**config.mk**
```make
export PLATFORM = sky130hd
export DESIGN_NAME = inst_executor
export DESIGN_NICKNAME = d
export VERILOG_FILES = /design/src/rtl/proctypes_pkg.sv /design/src/rtl/geom_prop_merge.sv /design/src/rtl/inst_executor.sv
export SDC_FILE = /design/constraint.sdc
export NUM_CORES = 1
export LEC_CHECK = 0
export ABC_AREA = 1
export CORE_AREA = 2 2 219 221
export DETAILED_ROUTE_END_ITERATION = 6
export DIE_AREA = 0 0 221 223
export PLACE_DENSITY = 0.67
export SKIP_CTS_REPAIR_TIMING = 1
export SLEW_MARGIN = 25
export SYNTH_ARGS = -nofsm -noshare
export SYNTH_HDL_FRONTEND = slang
export SYNTH_SLANG_ARGS = --single-unit
export TNS_END_PERCENT = 1
```
**constraint.sdc**
```tcl
create_clock -name clk_in -period 5.4 [get_ports clk_in]
set_input_delay 1.62 -clock clk_in [delete_from_list [all_inputs] [get_ports clk_in]]
set_output_delay 1.62 -clock clk_in [all_outputs]
set_load 0.05 [all_outputs]
```
**src/rtl/proctypes_pkg.sv**
```systemverilog
// Shared types for the instruction executor.
// Contents: executor FSM states, RAM read latency, opcode and property encodings,
// the Camera / Light / Shape / Triangle records, and the DecodedInst record.
package proctypes;

    localparam int unsigned BRAM_READ_LATENCY = 2;

    typedef logic [7:0]  LightIndex;
    typedef logic [15:0] ShapeIndex;
    typedef logic [2:0]  LightAddr;
    typedef logic [9:0]  GeometryAddr;

    localparam LightIndex NUM_LIGHTS     = 8'd8;
    localparam ShapeIndex GEOMETRY_DEPTH = 16'd1024;

    typedef enum logic {MODE_RAYTRACE = 1'b0, MODE_RASTER = 1'b1} RenderMode;
    localparam RenderMode RENDERING_MODE = MODE_RASTER;

    typedef enum logic [2:0] {IDLE, RD, WAIT, WR, RENDER_WAIT, HALT} ExecState;

    typedef enum logic [3:0] {
        opCameraSet   = 4'd0,
        opLightSet    = 4'd1,
        opShapeInit   = 4'd2,
        opShapeSet    = 4'd3,
        opShapeData   = 4'd4,
        opRender      = 4'd5,
        opFrame       = 4'd6,
        opLoop        = 4'd7,
        opEnd         = 4'd8,
        opUnsupported = 4'd9
    } OpCode;

    typedef enum logic [3:0] {
        cpNone = 4'd0, cpXLocation, cpYLocation, cpZLocation, cpFovHor, cpFovVer
    } CameraProperty;

    typedef enum logic [3:0] {
        lpNone = 4'd0, lpType, lpColor, lpXLocation, lpYLocation, lpZLocation, lpIntensity
    } LightProperty;

    typedef enum logic [3:0] {
        spNone = 4'd0, spMat, spColor, spXLocation, spYLocation, spZLocation, spRadius
    } ShapeProperty;

    typedef enum logic [3:0] {
        tpNone = 4'd0, tpMat, tpColor, tpX1, tpY1, tpX2, tpY2, tpX3, tpY3
    } TriangleProperty;

    typedef struct packed {
        logic [15:0] xloc;
        logic [15:0] yloc;
        logic [15:0] zloc;
        logic [15:0] hfov;
        logic [15:0] vfov;
    } Camera;

    typedef struct packed {
        logic [1:0]  lType;
        logic [15:0] col;
        logic [15:0] xloc;
        logic [15:0] yloc;
        logic [15:0] zloc;
        logic [15:0] intensity;
    } Light;

    // Shape is padded so both geometry records share one RAM word width.
    typedef struct packed {
        logic [29:0] pad;
        logic [1:0]  sType;
        logic [1:0]  mat;
        logic [15:0] col;
        logic [15:0] xloc;
        logic [15:0] yloc;
        logic [15:0] zloc;
        logic [15:0] radius;
    } Shape;

    typedef struct packed {
        logic [1:0]  mat;
        logic [15:0] col;
        logic [15:0] x1;
        logic [15:0] y1;
        logic [15:0] x2;
        logic [15:0] y2;
        logic [15:0] x3;
        logic [15:0] y3;
    } Triangle;

    typedef struct packed {
        OpCode       op;
        LightIndex   lIndex;
        ShapeIndex   sIndex;
        logic [1:0]  sType;
        logic [3:0]  prop;
        logic [15:0] data;
        logic [3:0]  prop2;
        logic [15:0] data2;
    } DecodedInst;

    localparam int unsigned CAMERA_WIDTH              = $bits(Camera);
    localparam int unsigned LIGHT_WIDTH               = $bits(Light);
    localparam int unsigned GEOMETRY_WIDTH            = $bits(Triangle);
    localparam int unsigned DECODED_INSTRUCTION_WIDTH = $bits(DecodedInst);

    // Unknown property codes return the record unchanged.
    function automatic Camera camera_apply(input Camera c, input logic [3:0] prop,
                                           input logic [15:0] data);
        Camera r;
        r = c;
        case (prop)
            cpXLocation: r.xloc = data;
            cpYLocation: r.yloc = data;
            cpZLocation: r.zloc = data;
            cpFovHor:    r.hfov = data;
            cpFovVer:    r.vfov = data;
            default:     ;
        endcase
        return r;
    endfunction

endpackage

```
**src/rtl/geom_prop_merge.sv**
```systemverilog
// Combinational merge of up to two property updates into a geometry record.
// MODE selects the property map: ShapeProperty (raytracing) or TriangleProperty
// (rasterization). The second update is applied only when i_prop2 is non-zero.
// Ports:
//   i_rec            record read from geometry RAM
//   i_prop / i_data  first property update
//   i_prop2/ i_data2 optional second property update
//   o_rec            merged record
module geom_prop_merge
    import proctypes::*;
#(
    parameter RenderMode MODE = RENDERING_MODE
) (
    input  logic [GEOMETRY_WIDTH-1:0] i_rec,
    input  logic [3:0]                i_prop,
    input  logic [15:0]               i_data,
    input  logic [3:0]                i_prop2,
    input  logic [15:0]               i_data2,
    output logic [GEOMETRY_WIDTH-1:0] o_rec
);

    function automatic logic [GEOMETRY_WIDTH-1:0] apply_prop(
        input logic [GEOMETRY_WIDTH-1:0] rec,
        input logic [3:0]                prop,
        input logic [15:0]               data
    );
        Shape    s;
        Triangle t;
        s = rec;
        t = rec;
        if (MODE == MODE_RAYTRACE) begin
            case (prop)
                spMat:       s.mat    = data[1:0];
                spColor:     s.col    = data;
                spXLocation: s.xloc   = data;
                spYLocation: s.yloc   = data;
                spZLocation: s.zloc   = data;
                spRadius:    s.radius = data;
                default:     ;
            endcase
            return s;
        end else begin
            case (prop)
                tpMat:   t.mat = data[1:0];
                tpColor: t.col = data;
                tpX1:    t.x1  = data;
                tpY1:    t.y1  = data;
                tpX2:    t.x2  = data;
                tpY2:    t.y2  = data;
                tpX3:    t.x3  = data;
                tpY3:    t.y3  = data;
                default: ;
            endcase
            return t;
        end
    endfunction

    always_comb begin
        o_rec = apply_prop(i_rec, i_prop, i_data);
        if (i_prop2 != 4'd0) begin
            o_rec = apply_prop(o_rec, i_prop2, i_data2);
        end
    end

endmodule

```
**src/rtl/inst_executor.sv**
```systemverilog
// Executes decoded scene instructions: camera updates in place, light and
// geometry updates as read-modify-write against external RAMs, and render /
// frame / loop / end control.
// Ports:
//   clk_in, rst_in                 clock, async active-high reset
//   inst_in/inst_valid_in/ready    instruction handshake (ready only in IDLE)
//   camera_out                     current camera record
//   light_*                        light RAM (BRAM_READ_LATENCY read latency)
//   geom_*                         geometry RAM (BRAM_READ_LATENCY read latency)
//   render_start_out, frame_out,
//   loop_out, err_out              1-cycle pulses
//   halted_out                     level, set by opEnd until reset
//   render_done_in                 1-cycle pulse ending RENDER_WAIT
module inst_executor
    import proctypes::*;
(
    input  logic                      clk_in,
    input  logic                      rst_in,
    input  DecodedInst                inst_in,
    input  logic                      inst_valid_in,
    output logic                      inst_ready_out,
    output Camera                     camera_out,
    output LightAddr                  light_addr_out,
    output logic                      light_we_out,
    output logic [LIGHT_WIDTH-1:0]    light_wdata_out,
    input  logic [LIGHT_WIDTH-1:0]    light_rdata_in,
    output GeometryAddr               geom_addr_out,
    output logic                      geom_we_out,
    output logic [GEOMETRY_WIDTH-1:0] geom_wdata_out,
    input  logic [GEOMETRY_WIDTH-1:0] geom_rdata_in,
    output logic                      render_start_out,
    output logic                      frame_out,
    output logic                      loop_out,
    output logic                      err_out,
    output logic                      halted_out,
    input  logic                      render_done_in
);

    // WAIT lasts BRAM_READ_LATENCY-1 cycles; RD supplies the first latency cycle.
    localparam logic [1:0] WAIT_LAST = 2'(BRAM_READ_LATENCY - 2);

    ExecState    r_state, w_state_next;
    Camera       r_camera, w_camera;
    LightAddr    r_light_addr;
    GeometryAddr r_geom_addr;
    logic [1:0]  r_wait_cnt;
    logic [3:0]  r_prop, r_prop2;
    logic [15:0] r_data, r_data2;
    logic [1:0]  r_stype;
    logic        r_is_light, w_is_light;
    logic        r_init, w_init;
    logic        w_load;
    logic        r_render_start, w_render_start;
    logic        r_frame, w_frame;
    logic        r_loop, w_loop;
    logic        r_err, w_err;
    logic        w_light_ok, w_geom_ok;
    Light        w_light_merged;
    Shape        w_shape_init;
    logic [GEOMETRY_WIDTH-1:0] w_geom_merged, w_geom_init;

    function automatic Light light_apply(input Light l, input logic [3:0] prop,
                                         input logic [15:0] data);
        Light r;
        r = l;
        case (prop)
            lpType:      r.lType     = data[1:0];
            lpColor:     r.col       = data;
            lpXLocation: r.xloc      = data;
            lpYLocation: r.yloc      = data;
            lpZLocation: r.zloc      = data;
            lpIntensity: r.intensity = data;
            default:     ;
        endcase
        return r;
    endfunction

    assign w_light_ok = (inst_in.lIndex < NUM_LIGHTS);
    assign w_geom_ok  = (inst_in.sIndex < GEOMETRY_DEPTH);

    // Next-state and accept-time decode.
    always_comb begin
        w_state_next   = r_state;
        w_camera       = r_camera;
        w_is_light     = r_is_light;
        w_init         = r_init;
        w_load         = 1'b0;
        w_render_start = 1'b0;
        w_frame        = 1'b0;
        w_loop         = 1'b0;
        w_err          = 1'b0;
        case (r_state)
            IDLE: begin
                if (inst_valid_in) begin
                    case (inst_in.op)
                        opCameraSet: begin
                            w_camera = camera_apply(r_camera, inst_in.prop, inst_in.data);
                            if (inst_in.prop2 != 4'd0) begin
                                w_camera = camera_apply(w_camera, inst_in.prop2, inst_in.data2);
                            end
                        end
                        opLightSet: begin
                            if (w_light_ok) begin
                                w_load       = 1'b1;
                                w_is_light   = 1'b1;
                                w_init       = 1'b0;
                                w_state_next = RD;
                            end else begin
                                w_err = 1'b1;
                            end
                        end
                        opShapeSet, opShapeData: begin
                            // Each opcode carries one property map; it must match the build mode.
                            if (w_geom_ok && ((inst_in.op == opShapeSet) ==
                                              (RENDERING_MODE == MODE_RAYTRACE))) begin
                                w_load       = 1'b1;
                                w_is_light   = 1'b0;
                                w_init       = 1'b0;
                                w_state_next = RD;
                            end else begin
                                w_err = 1'b1;
                            end
                        end
                        opShapeInit: begin
                            if (w_geom_ok) begin
                                w_load       = 1'b1;
                                w_is_light   = 1'b0;
                                w_init       = 1'b1;
                                w_state_next = WR;
                            end else begin
                                w_err = 1'b1;
                            end
                        end
                        opRender: begin
                            w_render_start = 1'b1;
                            w_state_next   = RENDER_WAIT;
                        end
                        opFrame: w_frame = 1'b1;
                        opLoop:  w_loop  = 1'b1;
                        opEnd:   w_state_next = HALT;
                        default: w_err = 1'b1;
                    endcase
                end
            end
            RD:   w_state_next = WAIT;
            WAIT: begin
                if (r_wait_cnt == WAIT_LAST) begin
                    w_state_next = WR;
                end
            end
            WR:   w_state_next = IDLE;
            RENDER_WAIT: begin
                if (render_done_in) begin
                    w_state_next = IDLE;
                end
            end
            HALT:    w_state_next = HALT;
            default: w_state_next = IDLE;
        endcase
    end

    always_ff @(posedge clk_in or posedge rst_in) begin
        if (rst_in) begin
            r_state        <= IDLE;
            r_camera       <= '0;
            r_light_addr   <= '0;
            r_geom_addr    <= '0;
            r_wait_cnt     <= '0;
            r_prop         <= '0;
            r_data         <= '0;
            r_prop2        <= '0;
            r_data2        <= '0;
            r_stype        <= '0;
            r_is_light     <= 1'b0;
            r_init         <= 1'b0;
            r_render_start <= 1'b0;
            r_frame        <= 1'b0;
            r_loop         <= 1'b0;
            r_err          <= 1'b0;
        end else begin
            r_state        <= w_state_next;
            r_camera       <= w_camera;
            r_render_start <= w_render_start;
            r_frame        <= w_frame;
            r_loop         <= w_loop;
            r_err          <= w_err;
            r_wait_cnt     <= (r_state == WAIT) ? r_wait_cnt + 2'd1 : 2'd0;
            if (w_load) begin
                r_prop     <= inst_in.prop;
                r_data     <= inst_in.data;
                r_prop2    <= inst_in.prop2;
                r_data2    <= inst_in.data2;
                r_stype    <= inst_in.sType;
                r_is_light <= w_is_light;
                r_init     <= w_init;
                if (w_is_light) begin
                    r_light_addr <= inst_in.lIndex[2:0];
                end else begin
                    r_geom_addr <= inst_in.sIndex[9:0];
                end
            end
        end
    end

    geom_prop_merge #(
        .MODE (RENDERING_MODE)
    ) u_geom_merge (
        .i_rec   (geom_rdata_in),
        .i_prop  (r_prop),
        .i_data  (r_data),
        .i_prop2 (r_prop2),
        .i_data2 (r_data2),
        .o_rec   (w_geom_merged)
    );

    always_comb begin
        w_light_merged = light_apply(Light'(light_rdata_in), r_prop, r_data);
        if (r_prop2 != 4'd0) begin
            w_light_merged = light_apply(w_light_merged, r_prop2, r_data2);
        end
    end

    always_comb begin
        w_shape_init       = '0;
        w_shape_init.sType = r_stype;
        if (RENDERING_MODE == MODE_RAYTRACE) begin
            w_geom_init = w_shape_init;
        end else begin
            w_geom_init = '0;
        end
    end

    // Write data is gated by the strobe so the buses stay at zero when idle.
    always_comb begin
        inst_ready_out   = (r_state == IDLE);
        halted_out       = (r_state == HALT);
        camera_out       = r_camera;
        light_addr_out   = r_light_addr;
        geom_addr_out    = r_geom_addr;
        light_we_out     = (r_state == WR) && r_is_light;
        geom_we_out      = (r_state == WR) && !r_is_light;
        light_wdata_out  = light_we_out ? w_light_merged : '0;
        geom_wdata_out   = '0;
        if (geom_we_out) begin
            geom_wdata_out = r_init ? w_geom_init : w_geom_merged;
        end
        render_start_out = r_render_start;
        frame_out        = r_frame;
        loop_out         = r_loop;
        err_out          = r_err;
    end

endmodule

```
**Word-level counts from Yosys, hierarchy flattened**

Index checks and enable logic that the tools add are counted.

- Add/subtract/negate cells: 1
- $lt $le $gt $ge: 2
- Equal/unequal tests: 49
- Multiplexer cells: 84
- Bitwise logic cells: 2
- Reductions and logical operators: 17

Operators by type and width:

| operator | number |
|---|---|
| $mux W16 | 34 |
| $mux W114 | 3 |
| $mux W82 | 2 |
| $mux W80 | 1 |
| $eq A4 B3 Y1 const B | 16 |
| $eq A4 B2 Y1 const B | 10 |
| $pmux W3 S5 | 2 |
| $mux W1 | 27 |
| $eq A4 B1 Y1 const B | 5 |
| $mux W3 | 6 |
| $lt A16 B11 Y1 const B | 1 |
| $reduce_and A7 Y1 | 2 |
| $eq A4 B4 Y1 const B | 3 |
| $ne A2 B2 Y1 const B | 6 |
| $mux W2 | 5 |
| $ne A3 B3 Y1 const B | 3 |
| $pmux W1 S3 | 3 |
| $lt A8 B4 Y1 const B | 1 |
| $reduce_bool A4 Y1 | 2 |
| $eq A3 B2 Y1 const B | 2 |
| $eq A3 B3 Y1 const B | 2 |
| $ne A6 B1 Y1 const B | 1 |
| $reduce_or A5 Y1 | 1 |
| $logic_not A4 Y1 | 1 |
| other kinds (12) | 16 |

- Register bits: 144
- Word-level logic and storage cells: 174

**Longest topological paths before layout**

Gate-level depths: netlist of run 1.

- Depth in word-level cells: 9
- Gate-level depth with buffers: 11

**Hierarchy**

From an unflattened synthesis of run 1, not the netlist that was laid out.

- Cells, all modules: 2345
- Area, all modules: 13297.8 um2

Modules (own cells, without submodules):

| module | times used | cells an instance | area an instance (um2) |
|---|---|---|---|
| inst_executor | 1 | 1552 | 9841.9 |
| geom_prop_merge | 1 | 793 | 3455.8 |

**Worst setup path before layout of run 1**

OpenSTA, ideal clock, no wires.

- Path type: register to output
- Start point: reg r_state[1]
- End point: out light_wdata_out[0]
- Data arrival time: 2.917 ns
- Path slack: 0.863 ns
- Stages on the path, launching flop included: 6
- Cells stage by stage: dfrtp_1 -> nand2_1 -> nor3_1 -> inv_2 -> clkbuf_1 -> a21oi_1

- Longest elaborated chain between the ends: 3

RTL lines:

| item | line | source |
|---|---|---|
| start, declared | inst_executor.sv:42 | `ExecState r_state, w_state_next;` |
| start signal, assigned | inst_executor.sv:181 | `r_state <= w_state_next;` |
| $eq A3 B2 Y1 | inst_executor.sv:240 | `light_we_out = (r_state == WR) && r_is_light;` |
| $logic_and A1 B1 Y1 | inst_executor.sv:240 |  |
| via light_we_out | inst_executor.sv:24 | `output logic light_we_out,` |
| $mux W82 | inst_executor.sv:242 | `light_wdata_out = light_we_out ? w_light_merged : '0;` |
| end, declared | inst_executor.sv:25 | `output logic [LIGHT_WIDTH-1:0] light_wdata_out,` |

The timed path passes the listed nets, and every way through them passes these cells.

**Worst setup path after layout of run 1**

- Start point: reg r_prop[1]
- End point: out geom_wdata_out[12]

- Longest elaborated chain between the ends: 6

RTL lines:

| item | line | source |
|---|---|---|
| start, declared | inst_executor.sv:47 | `logic [3:0] r_prop, r_prop2;` |
| start signal, assigned | inst_executor.sv:189 | `r_prop <= inst_in.prop;` |
| $eq A4 B4 Y1 (*) | geom_prop_merge.sv:43 | `case (prop)` |
| $mux W16 (*) | geom_prop_merge.sv:43 |  |
| $mux W16 | geom_prop_merge.sv:43 |  |
| $mux W114 (*) | geom_prop_merge.sv:60 | `if (i_prop2 != 4'd0) begin` |
| $mux W114 (*) | inst_executor.sv:245 | `geom_wdata_out = r_init ? w_geom_init : w_geom_merged;` |
| $mux W114 (*) | inst_executor.sv:244 | `if (geom_we_out) begin` |
| end, declared | inst_executor.sv:29 | `output logic [GEOMETRY_WIDTH-1:0] geom_wdata_out,` |

Every way passes the cells marked *; elsewhere a longest branch is shown, timed or not.

==> results of run 1 <==
==> routing by layer <==
metal  up-vias  global-route usage, %  part of all wire (%)
met1      7160                  33.81                    41
met4         0                  12.17                   4.9
met5         -                      0                     0
li1       7226                      -                     -
met2       831                  44.49                    46
met3       122                  5.861                   8.0
==> state kept, by name, summed over array words and instances, names as in the netlist <==
signal / flops
r_init: 1
frame_out: 1
r_state: 3
err_out: 1
render_start_out: 1
r_data: 16
loop_out: 1
r_data2: 16
geom_addr_out: 10
light_addr_out: 3
camera_out: 80
r_prop: 4
r_is_light: 1
r_wait_cnt: 2
r_prop2: 4
==> critical path, cell delays in order (launching register included) <==
cell	delay (ps)
dfrtp_1	460
inv_2	200
nand4_1	740
o21ai_0	620
o21ai_1	120
inv_1	100
clkdlybuf4s50_1	800
==> placed cells by master (no fill, tap or decap), types with 3 or more instances in the layout <==
| cell type | instances |
|---|---|
| inv_1 | 376 |
| nor3_1 | 5 |
| inv_6 | 3 |
| nor3_4 | 3 |
| a21oi_1 | 199 |
| dfrtp_1 | 144 |
| clkinvlp_4 | 4 |
| bufinv_16 | 4 |
| nand2_1 | 499 |
| buf_4 | 131 |
| clkbuf_16 | 17 |
| clkbuf_1 | 3 |
| o211ai_1 | 32 |
| nand4_1 | 4 |
| clkdlybuf4s50_1 | 466 |
| nor2_2 | 3 |
| o21ai_0 | 260 |
| nand3_1 | 27 |
| o21ai_1 | 171 |
| or2_2 | 6 |
| inv_2 | 9 |
| nor2_1 | 93 |
==> per-stage QoR <==
step / utilization [%] / worst slack, ps / std cells / hold slack, ps / cell area (um^2)
6_report: 38.74 / 289.8 / 3098 / 429.2 / 18260
5_1_grt: 38.74 / 66.38 / 3098 / 438.8 / 18260
4_1_cts: 38.73 / 332.1 / 3098 / 427.6 / 18260
3_5_place_dp: 37.39 / 341.1 / 3066 / 420.0 / 17630
3_3_place_gp: 37.39 / 357.2 / 3066 / 416.3 / 17630
2_1_floorplan: - / 863.1 / 1975 / 403.2 / 11690
==> power by group through the flow <==
| stage | logic, W | clock network, W | registers [W] |
|---|---|---|---|
| finish | 0.00146 | 0.00129 | 0.00129 |
| floorplan | 0.000485 | 0 | 0.00161 |
| detailed placement | 0.00145 | 0 | 0.00130 |
| global route | 0.00155 | 0.00136 | 0.00130 |
| CTS | 0.00146 | 0.00133 | 0.00129 |
| global placement | 0.00144 | 0 | 0.00131 |
==> cell type report <==
cell class                      instances  area share (%)
Timing Repair Buffer                  599           31.15
Clock inverter                         11          0.9729
Tap cell                              615           4.213
Multi-Input combinational cell       1322           33.52
Sequential cell                       144           19.73
Clock buffer                           21           2.466
Inverter                              386           7.954
==> Yosys cell counts (all sizes together), types with 6 or more instances <==
cell	n	area, um^2
nand2	501	1883
o21ai	433	2167
inv	386	1449
a21oi	201	1013
dfrtp	144	3603
nor2	98	387.9
clkbuf	69	259.0
buf	54	310.3
o211ai	32	240.2
nand3	29	150.1
nor3	10	75.07
or2	6	37.54
==> cell families after synthesis <==
family	share of synthesized area [%]
buf+inv	17.27
fa+ha+maj	0.1071
simple gates	22.37
flops	30.84
compound gates	29.41
==> how the worst max path moves through the flow <==
stage                             startpoint                  end  slack, ps  depth (start not counted)
after global routing               r_prop[1]   geom_wdata_out[12]         70                          6
after CTS                 light_rdata_in[11]  light_wdata_out[11]        330                          6
after detailed placement  light_rdata_in[11]  light_wdata_out[11]        340                          6
after global placement    light_rdata_in[11]  light_wdata_out[11]        360                          6
after floorplan                   r_state[1]   light_wdata_out[0]        860                          5
final                              r_prop[1]   geom_wdata_out[12]        290                          6
==> results.toml, run 1 <==
[power_and_ir_drop]
ir_drop_uv = 256.3
power_w = 0.004038
power.density_mw_per_mm2 = 221.1
combPwrFrac_pct = 36.1
seq_power_share_pct = 32.0
pwr-share-clk_pct = 31.9
p_switching_w = 0.001528
switching_share_pct = 37.85
leakagePower_nw = 9.177
internal_power_w = 0.002510

[critical_path]
rr_worst_depth = 7
required_ps = 3780
r2r-start = "r_state[1]"
cp.arrival_ps = 3490
start_kind = "flip-flop"
end_kind = "output pin"
criticalPathCategory = "reg -> out"
cp_max_fo = 24
timing.rr.end = "camera_out[27]"
rrSetupSlack_ps = 2890

[floorplanning]
initial_core_util_pct = 24.79
coreArea_mm2 = 0.04715
num_rows = 80
dieArea_mm2 = 0.04928
die_x_um = 221
die_h_um = 223
io_pins = 567

[clocking]
root_buffer = "clkbuf_16"
h-tree-depth = 4
cts.path.max_buffers = 2
cts_tree = "done"
cts.clk_slew.worst_paths_ps = 60
cts_buffers = 17
cts.sinks = 144
clk_latency_ps = 430

[cells_and_area]
area_growth_pct = 56.29
multiInputGateArea_mm2 = 0.006121
drive_above_1_share_pct = 7.974
fin_nets = 2741
seq_area_mm2 = 0.003603
diodes = 0
num-fill-cells = 5023

[placement]
dpl.hpwl_mm = 52.12
io_buffers = 564
routabilityCongestion = 0.9291

[synth]
ys_types = 32
syn_area_mm2 = 0.01168
syn_nets = 2246
async_reset_ff_share_pct = 100.0
ys_ff_latch = 144
synth_seq_area_share_pct = 30.84
synth-edff-count = 0
yosysWarnings = 0
post_synth.cell_area_avg_um2 = 5.916
synthCells = 1975
synth-main-ff-cell = "dfrtp_1"

[routing]
postRouteAntennaNets = 0
drt-total-wl_mm = 68.67
drt_first_pass_iters = 5
drt-initial-drc-count = 1490
route.detailed.drc = 0
vias = 15340
routed_via_density = 4.951
routedWlPerCell_um = 22.17

[timing]
slew_headroom_pct = 31.82
setup_viol = 0
drv_slew = 0
min_period_over_period_pct = 94.63
fin_crit_ps = 5110
rsz0062_at_grt = "no"
finClkSkew_ps = 8.492
fin_tns_setup_ps = 0
worst_pin_slew_ps = 1022
hold_violations = 0
fmax_mhz = 195.7

[flow_run]
max-cap-violations = 0

[hold_path]
holdPathStages = 1
min-delay-start = "r_wait_cnt[0]"
hold_end = "r_wait_cnt[0]"
hold_path.class = "reg -> reg"

[grt]
grt_use_total_pct = 27.00
grt_overflow = 0
grt_pass1_vias = 14740
grt_max_degree = 94
antenna_found_initial = 0
grt_first_pass_wirelength_mm = 98.73

[status]
run_status = "finished, final reports clean"
No activity file was read; power rests on OpenSTA's default activity.
==> inputs of run 2 (changes only) <==
--- a/config.mk
+++ b/config.mk
@@ -5,7 +5,6 @@
 export SDC_FILE = /design/constraint.sdc
 export NUM_CORES = 1
 export LEC_CHECK = 0
-export ABC_AREA = 1
 export CORE_AREA = 2 2 219 221
 export DETAILED_ROUTE_END_ITERATION = 6
 export DIE_AREA = 0 0 221 223
@@ -14,5 +13,6 @@
 export SLEW_MARGIN = 25
 export SYNTH_ARGS = -nofsm -noshare
 export SYNTH_HDL_FRONTEND = slang
+export SYNTH_HIERARCHICAL = 1
 export SYNTH_SLANG_ARGS = --single-unit
 export TNS_END_PERCENT = 1
==> results.toml, run 2 <==
[cells_and_area]
largest_reg_flops = 80
drive_above_1_share_pct = 13.49
area_growth_pct = 60.25
seq_area_mm2 = 0.003610
num-fill-cells = 4683
layout_commonest_cell = "clkdlybuf4s50_1"
fin_util_pct = 39.82
stdcell_count = 2529
fin_nets = 2170
multiInputGateArea_mm2 = 0.007586
layout_common_cells = "clkdlybuf4s50_1 (483), mux2i_1 (244), nand2_1 (159), nor2_1 (144), dfrtp_1 (139)"

[synth]
synth_seq_area_share_pct = 30.76
synthTopCellsByCount = "mux2i_1 (244), nand2_1 (159), nor2_1 (146)"
post_synth.cell_area_avg_um2 = 8.488
yosysTopAreaCellShare_pct = 30.76
synthAdderAreaFrac_pct = 0.1068
synth-simple-area-share_pct = 20.98
yosysMostFrequentCell = "mux2i_1"
syn_area_mm2 = 0.01171
synth_xor_area_share_pct = 0.07477
synth-edff-count = 0
ys_ff_latch = 144
synth_area_leaders = "dfrtp_1 (31%), mux2i_1 (21%), and2_1 (6.1%), a211oi_1 (5.3%), nand2_1 (5.1%)"
ys_types = 53
synthCells = 1380
yosysWarnings = 6
async_reset_ff_share_pct = 100.0
synth-main-ff-cell = "dfrtp_1"
synth_mux_area_share_pct = 25.95
synth.largest_area_cell = "dfrtp_1"
synth_top_family_by_area = "multiplexers"
synth_compound_area_share_pct = 16.79
syn_nets = 1651

[floorplanning]
io_pins = 567
coreArea_mm2 = 0.04715
dieArea_mm2 = 0.04928
initial_core_util_pct = 24.85
num_rows = 80
die_h_um = 223
die_x_um = 221

[clocking]
cts_buffers = 17
cts.sinks = 144
cts.clk_slew.worst_paths_ps = 60
h-tree-depth = 4
clk_latency_ps = 430
cts.path.max_buffers = 2
cts_tree = "done"
root_buffer = "clkbuf_16"

[hold_path]
min-delay-start = "camera_out[0]"
hold_path.class = "reg -> reg"

[routing]
route.met2.wl_mm = 30.28
drt_first_pass_iters = 5
route.detailed.drc = 0
wl_met1_mm = 25.98
postRouteAntennaNets = 0
route.met3.wl_mm = 5.293
drt-total-wl_mm = 63.40
vias = 12950
top_layer = "met5"
routed_via_density = 5.119
drt-initial-drc-count = 934
routedWlPerCell_um = 25.07

[timing]
fin_crit_ps = 5111
fin_tns_setup_ps = 0
drv_slew = 0
worst_pin_slew_ps = 1183
finClkSkew_ps = 10.63
fmax_mhz = 195.6
hold_violations = 0
layout_setup_ws_ps = 288.6
hold_slack_ps = 481.6
slew_headroom_pct = 21.14
rsz0062_at_grt = "no"
min_period_over_period_pct = 94.66
setup_viol = 0

[critical_path]
r2r-start = "r_state[2]"
required_ps = 3780
end_kind = "output pin"
cp.arrival_ps = 3490
cp_max_fo = 11
criticalPathCategory = "reg -> out"
startpoint = "r_prop[0]"
start_kind = "flip-flop"

[power_and_ir_drop]
ir_drop_uv = 241.5
power.density_mw_per_mm2 = 243.5
switching_share_pct = 42.69
combPwrFrac_pct = 46.7
pwr-share-clk_pct = 25.0
internal_power_w = 0.002620
p_switching_w = 0.001951
seq_power_share_pct = 28.3
leakagePower_nw = 7.339

[grt]
grt_pass1_vias = 12510
grt_max_degree = 121
grt_first_pass_wirelength_mm = 90.00
antenna_found_initial = 3
grt_overflow = 0
grt_use_total_pct = 24.73

[status]
run_status = "finished, final reports clean"

[placement]
placed_cells = 2495
routabilityCongestion = 0.8666
io_buffers = 564
dpl.hpwl_mm = 45.62
dp_slack_ps = 381.1

[flow_run]
max-cap-violations = 0
[run 2: cell count changes after synthesis, sizes merged, moves of 48 or more]
| cell | change |
|---|---|
| nor2 | +48 |
| a21oi | -150 |
| a211oi | +82 |
| nand2 | -342 |
| inv | -378 |
| o21ai | -278 |
| mux2 | +53 |
| and2 | +115 |
| mux2i | +244 |
[run 2: path summary, 6_finish.rpt]
path | cells after the start | slack (ps) | end
max reg2reg | 5 | 2860 | camera_out[56]
max in group asynchronous | 3 | 2710 | r_data2[0]
min | 2 | 480 | camera_out[0]
min reg2reg | 2 | 480 | camera_out[0]
max | 5 | 290 | light_wdata_out[31]
min in group asynchronous | 2 | 1610 | geom_addr_out[0]
[run 2: cell type report]
class	count	share of cell area, %
inverters	8	0.1800
diodes	2	0.02666
clock buffers	22	2.526
flip-flops and latches	144	19.23
multi-input cells	1113	40.41
repair buffers	615	32.99
clock inverters	10	0.5399
well taps	615	4.099
[run 2: power by group through the flow]
stage | logic (W) | registers, W | clock network [W]
floorplan | 0.00107 | 0.00149 | 0
global placement | 0.00212 | 0.00130 | 0
detailed placement | 0.00213 | 0.00131 | 0
CTS | 0.00214 | 0.00129 | 0.00117
global route | 0.00223 | 0.00130 | 0.00122
finish | 0.00214 | 0.00129 | 0.00114
[run 2: cells by family (layout without fill, tap and decap cells)]
group | count (synthesis) | after routing
muxes | 297 | 297
and+or+nand+nor | 485 | 485
other | 0 | 2
adders and majority gates | 1 | 1
DFF | 144 | 144
buffers and inverters | 123 | 655
xor gates and xnor gates | 1 | 1
AOI/OAI and AO/OA | 329 | 329
[run 2: metal layers]
layer / vias up / GRT usage (%)
met5: - / 0
met4: 4 / 7.729
met3: 86 / 6.124
met2: 660 / 41.76
met1: 6245 / 30.98
li1: 5950 / -
[run 2: per-stage QoR]
| step | cell area, um^2 | power, W |
|---|---|---|
| floorplan | 11720 | 0.002562 |
| global placement | 18170 | 0.003425 |
| detailed placement | 18190 | 0.003442 |
| CTS | 18760 | 0.004605 |
| global route | 18770 | 0.004747 |
| finish | 18770 | 0.004571 |
[run 2: worst max-delay path, stage by stage, from the launching register on]
cell             delay (ps)
dfrtp_1                 830
nand2b_1                260
nor2_2                  580
mux2i_1                 180
a211oi_1                320
clkdlybuf4s50_1         890
